### config.mk
export PLATFORM = sky130hd
export DESIGN_NAME = occupancy_counter
export DESIGN_NICKNAME = d
export VERILOG_FILES = /design/src/rtl/occupancy_counter.sv
export SDC_FILE = /design/constraint.sdc
export NUM_CORES = 1
export LEC_CHECK = 0
export ABC_AREA = 0
export CAP_MARGIN = 10
export CORE_MARGIN = 1
export CORE_UTILIZATION = 30
export CTS_CLUSTER_DIAMETER = 50
export CTS_CLUSTER_SIZE = 30
export DETAILED_ROUTE_END_ITERATION = 10
export PLACE_DENSITY = 0.51
export SLEW_MARGIN = 25
export SYNTH_ARGS = -nofsm -noshare
export SYNTH_HDL_FRONTEND = slang
export SYNTH_SLANG_ARGS = --single-unit
### constraint.sdc
create_clock -name clk -period 5.96 [get_ports clk]
set_input_delay 0.596 -clock clk [delete_from_list [all_inputs] [get_ports clk]]
set_output_delay 0.596 -clock clk [all_outputs]
set_load 0.1 [all_outputs]
### src/rtl/occupancy_counter.sv
// occupancy_counter: two-beam entry/exit detector with debounced sensors and a saturating
// occupancy count that drives a seven-segment digit decoder.
module occupancy_counter #(
  parameter int DEBOUNCE_CYCLES = 4,
  parameter int MAX_COUNT = 8
) (
  input  logic       clk,
  input  logic       reset,
  input  logic       sensA,
  input  logic       sensB,
  output logic [3:0] Q,
  output logic       full,
  output logic       empty,
  output logic       enter_pulse,
  output logic       exit_pulse
);
  typedef enum logic [2:0] {IDLE, EN1, EN2, EN3, EX1, EX2, EX3} state_t;
  // Bit 1 carries the outer sensor A, bit 0 the inner sensor B.
  logic [1:0] s1_q, s2_q, clean_q, clean_d;
  logic [15:0] cnt_q [2];
  logic [15:0] cnt_d [2];
  state_t state_q, state_d;
  logic [3:0] q_q, q_d;
  logic enter_q, enter_d, exit_q, exit_d;
  always_comb begin
    clean_d = clean_q;
    for (int i = 0; i < 2; i++) begin
      cnt_d[i] = '0;
      if (s2_q[i] != clean_q[i]) begin
        if (cnt_q[i] == 16'(DEBOUNCE_CYCLES - 1)) clean_d[i] = s2_q[i];
        else cnt_d[i] = cnt_q[i] + 16'd1;
      end
    end
  end
  always_comb begin
    state_d = IDLE;
    enter_d = 1'b0;
    exit_d  = 1'b0;
    case (state_q)
      IDLE: state_d = clean_q == 2'b10 ? EN1 : clean_q == 2'b01 ? EX1 : IDLE;
      EN1:  state_d = clean_q == 2'b11 ? EN2 : clean_q == 2'b10 ? EN1 : IDLE;
      EN2:  state_d = clean_q == 2'b01 ? EN3 : clean_q == 2'b10 ? EN1 : clean_q == 2'b11 ? EN2 : IDLE;
      EN3: begin
        state_d = clean_q == 2'b11 ? EN2 : clean_q == 2'b01 ? EN3 : IDLE;
        enter_d = clean_q == 2'b00;
      end
      EX1:  state_d = clean_q == 2'b11 ? EX2 : clean_q == 2'b01 ? EX1 : IDLE;
      EX2:  state_d = clean_q == 2'b10 ? EX3 : clean_q == 2'b01 ? EX1 : clean_q == 2'b11 ? EX2 : IDLE;
      EX3: begin
        state_d = clean_q == 2'b11 ? EX2 : clean_q == 2'b10 ? EX3 : IDLE;
        exit_d  = clean_q == 2'b00;
      end
      default: state_d = IDLE;
    endcase
    q_d = enter_d && q_q < 4'(MAX_COUNT) ? q_q + 4'd1 :
          exit_d && q_q != 4'd0 ? q_q - 4'd1 : q_q;
  end
  always_ff @(posedge clk or posedge reset) begin
    if (reset) begin
      s1_q    <= '0;
      s2_q    <= '0;
      clean_q <= '0;
      cnt_q   <= '{default: '0};
      state_q <= IDLE;
      q_q     <= '0;
      enter_q <= 1'b0;
      exit_q  <= 1'b0;
    end else begin
      s1_q    <= {sensA, sensB};
      s2_q    <= s1_q;
      clean_q <= clean_d;
      cnt_q   <= cnt_d;
      state_q <= state_d;
      q_q     <= q_d;
      enter_q <= enter_d;
      exit_q  <= exit_d;
    end
  end
  assign Q           = q_q;
  assign full        = q_q == 4'(MAX_COUNT);
  assign empty       = q_q == 4'd0;
  assign enter_pulse = enter_q;
  assign exit_pulse  = exit_q;
endmodule

[Word level (Yosys, flattened, before mapping)]
Index checks and enable logic that the tools add are counted.
Storage, ports and cells
  flip-flop bits (word level): 47
  bits of input ports: 4
  output and inout bits: 8
  logic and storage cells: 62
Operators by class
  $add $sub $neg: 4
  magnitude comparators: 1
  equal/unequal tests: 14
  mux-type cells: 24
  reductions and logical operators: 9
Operators by type and width (count)
  16-bit 2-to-1 mux: 4
  16-bit by 1-bit adder with 16-bit output, second input constant: 2
  16-bit by 2-bit equality test with 1-bit output, second input constant: 2
  3-bit 2-to-1 mux: 8
  3-bit one-hot mux with 7 select lines: 1
  2-bit 2-to-1 mux: 6
  3-bit equality test, second input constant: 3
  4-bit 2-to-1 mux: 2
  3-bit by 2-bit equality test with 1-bit output, second input constant: 2
  4-bit by 1-bit adder with 4-bit output, second input constant: 1
  2-bit equality test, second input constant: 2
  4-bit equality test, second input constant: 1
  4-bit zero test: 1
  4-bit < comparator, second input constant: 1
  2-bit AND reduction: 2
  4-bit nonzero test: 1
  4-bit by 1-bit subtractor with 4-bit output, second input constant: 1
  3-bit by 1-bit equality test with 1-bit output, second input constant: 1
  3-bit zero test: 1
  1-bit 2-to-1 mux: 3
  2-bit by 1-bit equality test with 1-bit output, second input constant: 1
  1-bit logical AND: 2
  2-bit zero test: 1
  1-bit inequality test: 2
  2-bit nonzero test: 1

[Longest topological paths before layout]
Gate-level depths: netlist of run 1.
  word-level depth: 5
  depth in mapped cells: 8
  gate-level depth less buffers: 8

[Least setup slack after synthesis of run 1]
OpenSTA, ideal clock, no wires.
  path type: flip-flop to flip-flop
  from: reg q_q[0] (netlist: Q[0])
  to: reg q_q[1] (netlist: Q[1])
  library setup time: 0.126 ns
  arrival: 4.520 ns
  data required time: 5.834 ns
  setup slack: 1.314 ns
  stages on the path, launching flop included: 4
  buffers on the path: 0
  clock period less this slack: 4.646 ns
  cell sequence: dfrtp_1 -> nor4_1 -> o21ai_2 -> mux2_2
Between the ends
  longest elaborated chain between the ends: 3
  elaborated cells between the ends (all ways): 9
  those cells by class: add/sub (2); order compare (1); mux (2); reduce/logical (4)
Ends and longest elaborated chain
  start: declaration: RTL line 23  | logic [3:0] q_q, q_d;
  start signal: assignment: RTL line 74  | q_q <= q_d;
  4-bit by 1-bit subtractor with 4-bit output (tied with other cells): RTL line 56  | exit_d && q_q != 4'd0 ? q_q - 4'd1 : q_q;
  4-bit 2-to-1 mux (tied with other cells): RTL line 56
  4-bit 2-to-1 mux / 2-bit nonzero test (equally long branches)
Several ways; a longest one is shown, not always the timed one. The select of a mux whose other input is x is not followed.
A chain may end at the register's enable or synchronous reset.

[Worst setup path in the final report of run 1]
  from: reg q_q[0] (netlist: Q[0])
  to: out empty
Between the ends
  longest elaborated chain between the ends: 1
Ends and longest elaborated chain
  4-bit zero test: RTL line 81  | assign empty = q_q == 4'd0;
  end: declaration: RTL line 13  | output logic empty,
Every way passes these cells.

==> metrics.md, run 1 <==
| Metric | Value |
|---|---|
| Data arrival, critical path | `2.44 ns` |
| Max-slew headroom | `between 30% and 40%` |
| Root Buffer Master | `clkbuf_8` |
| Antenna violations before repair | `0` |
| Synth-to-Final Area Change | `13.8%` |
| Number of global-route vias before repair | `1,480` |
| Setup Buffers After CTS | `0` |
| Filler instances | `about 750` |
| Sum of internal, switching and leakage power | `roughly 1.1 mW` |
| Post-synth top area cell | `dfrtp_1` |
| Most instantiated library cell after synthesis | `dfrtp_1` |
| Worst hold path class | `reg -> reg` |
| Detailed placer's ending HPWL | `roughly 2.8 mm` |
| Top cells by area, synth | `dfrtp_1 50%, xnor2_1 9.0%, nor2_1 5.4%` |
| Clock latency reported for the late side of the worst-skew pair | `~0.3 ns` |
| H-Tree Level Count | `2` |
| Post-layout net count | `about 260` |
| CP Max Fanout | `6` |
| Max-slew violation count | `0` |
| Ports | `12` |
| Detailed-route wire length per cell | `around 12 um` |
| Shortest period the worst path allows | `just over 3 ns` |
| Register bit count reported by yosys | `47` |
| Largest delay share family, worst path | `buffers and inverters` |
| Hold Crit Depth | `0` |
| Static power due to leakage | `1.08 nW` |
| Residual DRC | `0` |
| Clk slew on worst S/H paths | `approximately 0.090 ns` |
| Share of Yosys cell area claimed by the top area cell type | `50.2%` |
| Cell-by-cell listing of the critical path | `nor4_1 -> clkdlybuf4s50_1` |
| Worst-margin pin slew | `0.982 ns` |
| Number of cells traversed by the worst register-to-register path | `8` |
| Number of input and output port buffers inserted | `11` |
| Hold-fix buffers, CTS | `0` |
| Final standard cell count with taps included and fillers excluded | `340` |
| Max Freq | `~330 MHz` |
| Initial Util | `31.7%` |
| Initial DRC Count | `56` |
| Number of gates given a new drive strength after cts | `0` |
| Critical path class | `reg -> out` |
| Fraction of layout instances using a drive strength above 1 | `under 10%` |
| Endpoint kind of the worst setup timing path | `output port` |
| RSZ-0062 raised after global routing | `false` |
| Vias | `about 1,600` |
| Post-Syn Nets | `240` |
| Mean cell area of the mapped netlist | `10.4 um2` |
| Number of rows created at floorplan | `31` |
| Critical Path Stages | `2` |
| GRT Residual Overflow | `0` |
| Longest individual stage delay on the worst path | `about 1.2 ns` |
| First-pass GRT wire length | `between 7 and 8 mm` |
| Slowest stage cell on the critical path | `clkdlybuf4s50_1` |
| Status | `finished, final reports clean` |
| Cell count after synthesis | `roughly 230` |
| Worst hold slack across all endpoints | `~0.36 ns` |
| Most common library cells after synthesis | `47 x dfrtp_1, 34 x nor2_1, 24 x xnor2_1` |
| Warning count from the yosys run | `0` |
| Portion of the clock cycle consumed by the worst path in the final layout | `between 50% and 60%` |
| Maximum number of pins on one net before global-route repair | `48` |
| Die Ht | `approximately 90 um` |
| DIE AREA | `approximately 8200 um2` |
| Finish-stage setup viols | `0` |
| Aggregate negative setup slack | `0 ns` |
| # clock sinks | `47` |
| Overall die width | `90.4 um` |
| Max-capacitance violation count | `0` |
| Post-Place Cells | `around 330` |
| Worst Skew | `~0.0062 ns` |
| Number of antenna cells inserted | `0` |
| EDFF count, synth | `0` |
| Post-synthesis instance area | `2340 um2` |
| Register area share after synthesis | `50.2%` |
| Nature of the critical path startpoint | `register` |
| Final weighted congestion in routability-driven placement | `between 0.7 and 0.8` |
| Top FF cell, synth | `dfrtp_1` |
| Post-route ant nets | `0` |
| IR Drop Worst-Case VDD | `roughly 0.0002 V` |
| CTS tree | `built` |
| Post-layout utilization of the core | `a little over a third` |
| Fraction of synthesis flops using an asynchronous set or reset pin | `100%` |
| Total length of routed wires | `around 4.1 mm` |
| Count of endpoints failing hold in the final timing report | `0` |
| Number of distinct standard cells referenced by the synthesized netlist | `37` |
| Core area | `roughly 7400 um2` |
| Router iterations before antenna repair | `4` |
| Global router's overall resource usage | `between 10% and 20%` |
| Maximum clock path buffer count | `2` |
| WP data required | `between 5 and 6 ns` |
| Average vias per placed instance | `roughly 4.6` |
| Power density of the placed cells | `between 300 and 400 nW/um2` |
| Number of buffers and inverters on the critical path | `1` |
| Number of clock buffers inserted by TritonCTS | `5` |
-- routing by layer --
| layer | vias to the layer above | wire length [um] | global-route usage (%) |
|---|---|---|---|
| li1 | 804 | - | - |
| met3 | 7 | 107 | 2.78 |
| met4 | 0 | 72 | 4.44 |
| met1 | 735 | 2150 | 15.0 |
| met2 | 15 | 1760 | 16.0 |
| met5 | - | 0 | 0 |
-- kinds of logic after synthesis --
group,count (synthesis),share of synthesized area (%)
AO/OA/AOI/OAI,14,4.00
flip-flops,47,50.2
XOR/XNOR,31,11.6
AND/OR/NAND/NOR,103,22.9
multiplexers,5,2.88
adder cells (fa/ha/maj),11,6.19
buffers and inverters,14,2.24
-- cells in the final DEF, fill, tap and decap left out, types with 2 or more instances in the layout --
master and count:
dfrtp_1 47, nor2_1 34, nand4_1 5, xnor2_1 24, nand4_2 2, xor2_1 7
nand2_1 12, a21o_1 2, clkbuf_8 7, and3_1 2, nand3_1 13, ha_1 10
o21ai_0 3, or4_1 2, nor3b_1 3, a21oi_1 2, nor3_1 9, mux2_2 4
nor4_1 13, inv_1 10, clkdlybuf4s50_1 11
-- power by group --
| part | internal, mW | switching (mW) |
|---|---|---|
| Sequential | 0.364 | 0.0628 |
| Combinational | 0.132 | 0.282 |
| Clock | 0.106 | 0.105 |
-- layout make-up --
cell class,count,area [um2],area share (%)
tap,99,124,4.64
clock buffer,8,100,3.75
sequential,47,1180,44.1
timing repair buffer,11,110,4.13
inverter,11,42.5,1.59
multi-input combinational,164,1120,41.8
-- registers in the layout (all words and copies together), names as in the netlist --
name	count
state_q	3
Q	4
cnt_q	32
enter_pulse	1
clean_q	2
exit_pulse	1
s2_q	2
s1_q	2
-- metrics by stage --
step | instance area [um2] | setup slack (ns)
CTS | 2670 | 2.89
floorplan | 2340 | 1.31
finish | 2670 | 2.92
global route | 2670 | 2.78
detailed placement | 2570 | 3.24
global placement | 2570 | 3.29
-- worst paths after layout --
| check | from | to | slack [ns] |
|---|---|---|---|
| worst max-delay path | Q[0]$_DFFE_PP0P_ | empty | 2.92 |
| worst max register to register | clean_q[0]$_DFFE_PP0P_ | Q[3]$_DFFE_PP0P_ | 3.42 |
| min in group asynchronous | reset | cnt_q[20]$_DFF_PP0_ | 0.75 |
| max in group asynchronous | reset | s2_q[0]$_DFF_PP0_ | 4.73 |
| worst min register to register | s1_q[0]$_DFF_PP0_ | s2_q[0]$_DFF_PP0_ | 0.36 |
| worst min-delay path | s1_q[0]$_DFF_PP0_ | s2_q[0]$_DFF_PP0_ | 0.36 |
Power figures use the tool's default switching activity.
==> run 2: changes to the inputs <==
--- a/config.mk
+++ b/config.mk
@@ -12,7 +12,7 @@
 export CTS_CLUSTER_DIAMETER = 50
 export CTS_CLUSTER_SIZE = 30
 export DETAILED_ROUTE_END_ITERATION = 10
-export PLACE_DENSITY = 0.51
+export PLACE_DENSITY = 0.52
 export SLEW_MARGIN = 25
 export SYNTH_ARGS = -nofsm -noshare
 export SYNTH_HDL_FRONTEND = slang
==> constraint.sdc (replaced) <==
create_clock -name clk -period 2.6 [get_ports clk]
set_input_delay 0.26 -clock clk [delete_from_list [all_inputs] [get_ports clk]]
set_output_delay 0.26 -clock clk [all_outputs]
set_load 0.1 [all_outputs]
==> run 2 against run 1 <==
  * Clock skew about the same
  * Wire length rose by 1.0%
  * Count of clock-buffer cells in the layout shrank 1
  * Largest cell class unchanged
==> metrics.md, run 2 (synthesis gave the netlist of run 1 again) <==
| Metric | Value |
|---|---|
| Data arrival, critical path | `2.63 ns (+0.19 ns)` |
| Hold-fix buffers, CTS | `0 (unchanged)` |
| Post-layout net count | `259 (+1.6%)` |
| H-Tree Level Count | `2 (unchanged)` |
| Maximum number of pins on one net before global-route repair | `26 (-46%)` |
| Residual DRC | `0 (unchanged)` |
| Synth-to-Final Area Change | `15.3%` |
| Clock latency reported for the late side of the worst-skew pair | `0.30 ns (about the same)` |
| Finish-stage setup viols | `0 (unchanged)` |
| Worst hold path class | `in -> async` |
| Maximum clock path buffer count | `2 (unchanged)` |
| IR Drop Worst-Case VDD | `0.000513 V (+160%)` |
| Relative contribution of the clock network to total power | `20.1% (about the same)` |
| Number of rows created at floorplan | `31 (unchanged)` |
| Number of antenna cells inserted | `0 (unchanged)` |
| Flip-flop count of the largest register, all copies and words added | `32 (unchanged)` |
| Post-route ant nets | `0 (unchanged)` |
| Initial Util | `31.7% (unchanged)` |
| Internal portion of total power | `1.40 mW (+130%)` |
| Initial DRC Count | `74 (+32%)` |
| Number of input and output port buffers inserted | `11 (unchanged)` |
| GRT Residual Overflow | `0 (unchanged)` |
| RSZ-0062 raised after global routing | `false` |
| Max-capacitance violation count | `0 (unchanged)` |
| Number of gates given a new drive strength after cts | `0 (unchanged)` |
| Status | `finished, final reports clean` |
| Final weighted congestion in routability-driven placement | `0.797 (+6.8%)` |
| Detailed placer's ending HPWL | `2.82 mm (+1.5%)` |
| Average vias per placed instance | `4.65 (+1.2%)` |
| Setup Buffers After CTS | `0 (unchanged)` |
| Switching part of the total | `43.2% (+0.38 points)` |
| Max-slew headroom | `64.9% (+31 points)` |
| DIE AREA | `8170 um2 (unchanged)` |
| Logic gate share of total power | `40.0% (+0.6 points)` |
| Power density of the placed cells | `911 nW/um2 (+130%)` |
| Root Buffer Master | `clkbuf_8` |
| Die Ht | `90.4 um (unchanged)` |
| First-pass GRT wire length | `7.46 mm (+4.7%)` |
| Max-slew violation count | `0 (unchanged)` |
| Commonest non-fill, non-tap cells in the layout | `44 x dfrtp_1, 34 x nor2_1, 24 x xnor2_1` |
| Overall die width | `90.4 um (unchanged)` |
| Antenna violations before repair | `0 (unchanged)` |
| Portion of the clock cycle consumed by the worst path in the final layout | `between 90 and 100%` |
| Clk slew on worst S/H paths | `0.09 ns (about the same)` |
| Fraction of layout instances using a drive strength above 1 | `14.7% (+7.2 points)` |
| CTS tree | `built` |
| Detailed-route wire length per cell | `12.0 um (-0.17%)` |
| Core area | `7410 um2 (unchanged)` |
| Shortest period the worst path allows | `~2.4 ns` |
| Ports | `12 (unchanged)` |
| Sequential cell fraction of total power | `39.9% (-0.6 points)` |
| Total length of routed wires | `4.13 mm (+1.0%)` |
| Router iterations before antenna repair | `4 (unchanged)` |
| Endpoint kind of the worst setup timing path | `register` |
| Count of endpoints failing hold in the final timing report | `0 (unchanged)` |
| Nature of the critical path startpoint | `register` |
| Number of clock buffers inserted by TritonCTS | `5 (unchanged)` |
| Aggregate negative setup slack | `0 ns (unchanged)` |
| Global router's overall resource usage | `11.4% (+0.62 points)` |
| Worst hold slack across all endpoints | `0.311 ns (-0.0449 ns)` |
| WP data required | `2.84 ns (-2.52 ns)` |
| Max Freq | `~420 MHz` |
| CP Max Fanout | `4 (-2)` |
| Top reg by flops | `cnt_q` |
| Most frequent standard cell in the layout excluding fill and tap cells | `dfrtp_1` |
| Number of global-route vias before repair | `1,588 (+7.3%)` |
| Worst Skew | `0.00580 ns (-0.000395 ns)` |
| Sw Pwr | `1.06 mW (+140%)` |
| # clock sinks | `47 (unchanged)` |
| Worst-margin pin slew | `0.525 ns (-0.458 ns)` |
| Critical path class | `reg -> reg` |
| Vias | `1,599 (+2.4%)` |
| Static power due to leakage | `1.11 nW (+3.0%)` |
[run 2: changes by cell type in the layout (fill, tap and decap cells not counted)]
cell / delta
clkdlybuf4s50_1: -8
clkinvlp_4: +1
or4b_4: +1
clkbuf_1: -1
inv_2: +1
dfrtp_1: -3
or4b_1: -1
nor4_4: +1
nor4_1: -1
buf_4: +12
clkinv_2: -1
dfrtp_2: +3
[run 2: worst paths after layout]
| check | depth (start not counted) | startpoint | endpoint | slack (ns) |
|---|---|---|---|---|
| setup / recovery | 8 | clean_q[0]$_DFFE_PP0P_ | Q[3]$_DFFE_PP0P_ | 0.20 |
| hold / removal | 2 | reset | cnt_q[22]$_DFF_PP0_ | 0.31 |
| setup reg to reg | 8 | clean_q[0]$_DFFE_PP0P_ | Q[3]$_DFFE_PP0P_ | 0.20 |
| hold reg to reg | 0 | s1_q[0]$_DFF_PP0_ | s2_q[0]$_DFF_PP0_ | 0.36 |
| max in group asynchronous | 3 | reset | cnt_q[28]$_DFF_PP0_ | 1.71 |
| min in group clk | 0 | s1_q[0]$_DFF_PP0_ | s2_q[0]$_DFF_PP0_ | 0.36 |
[run 2: metal layers]
layer / track usage (%) / vias to the layer above / part of all wire, %
li1: - / 815 / -
met1: 16.1 / 766 / 52
met2: 16.6 / 12 / 44
met3: 3.03 / 6 / 2.2
met4: 4.44 / 0 / 1.7
met5: 0 / - / 0
[run 2: critical path, stage by stage, from the launching register on]
cell	delay (ns)
dfrtp_1	0.38
inv_1	0.12
ha_1	0.19
or4b_4	0.51
ha_1	0.30
a21o_1	0.17
a21o_1	0.19
or4_1	0.40
nand3_1	0.08
[run 2: layout make-up]
cell class / count / area (um2)
clock buffer: 7 / 96.3
clock inverter: 1 / 7.51
fill: 721 / 4700
inverter: 11 / 41.3
multi-input combinational: 164 / 1130
sequential: 47 / 1180
tap: 99 / 124
timing repair buffer: 15 / 120
[run 2: power groups by stage]
stage	logic, mW	registers (mW)	clock network (mW)
after floorplan	0.543	1.21	0
final	0.985	0.984	0.494
after global placement	0.991	0.999	0
after CTS	0.992	0.985	0.522
after detailed placement	0.984	1.00	0
after global routing	1.09	1.01	0.552
[run 2: through the flow]
stage / area [um2] / power, mW / setup slack, ns / util (%) / cells
after floorplan: 2360 / 1.75 / 0.0741 / - / 225
after global placement: 2600 / 1.99 / 0.197 / 35.0 / 336
after detailed placement: 2600 / 1.98 / 0.144 / 35.0 / 336
after CTS: 2700 / 2.50 / 0.106 / 36.4 / 344
after global routing: 2700 / 2.65 / 0.0550 / 36.5 / 344
final: 2700 / 2.46 / 0.203 / 36.5 / 344
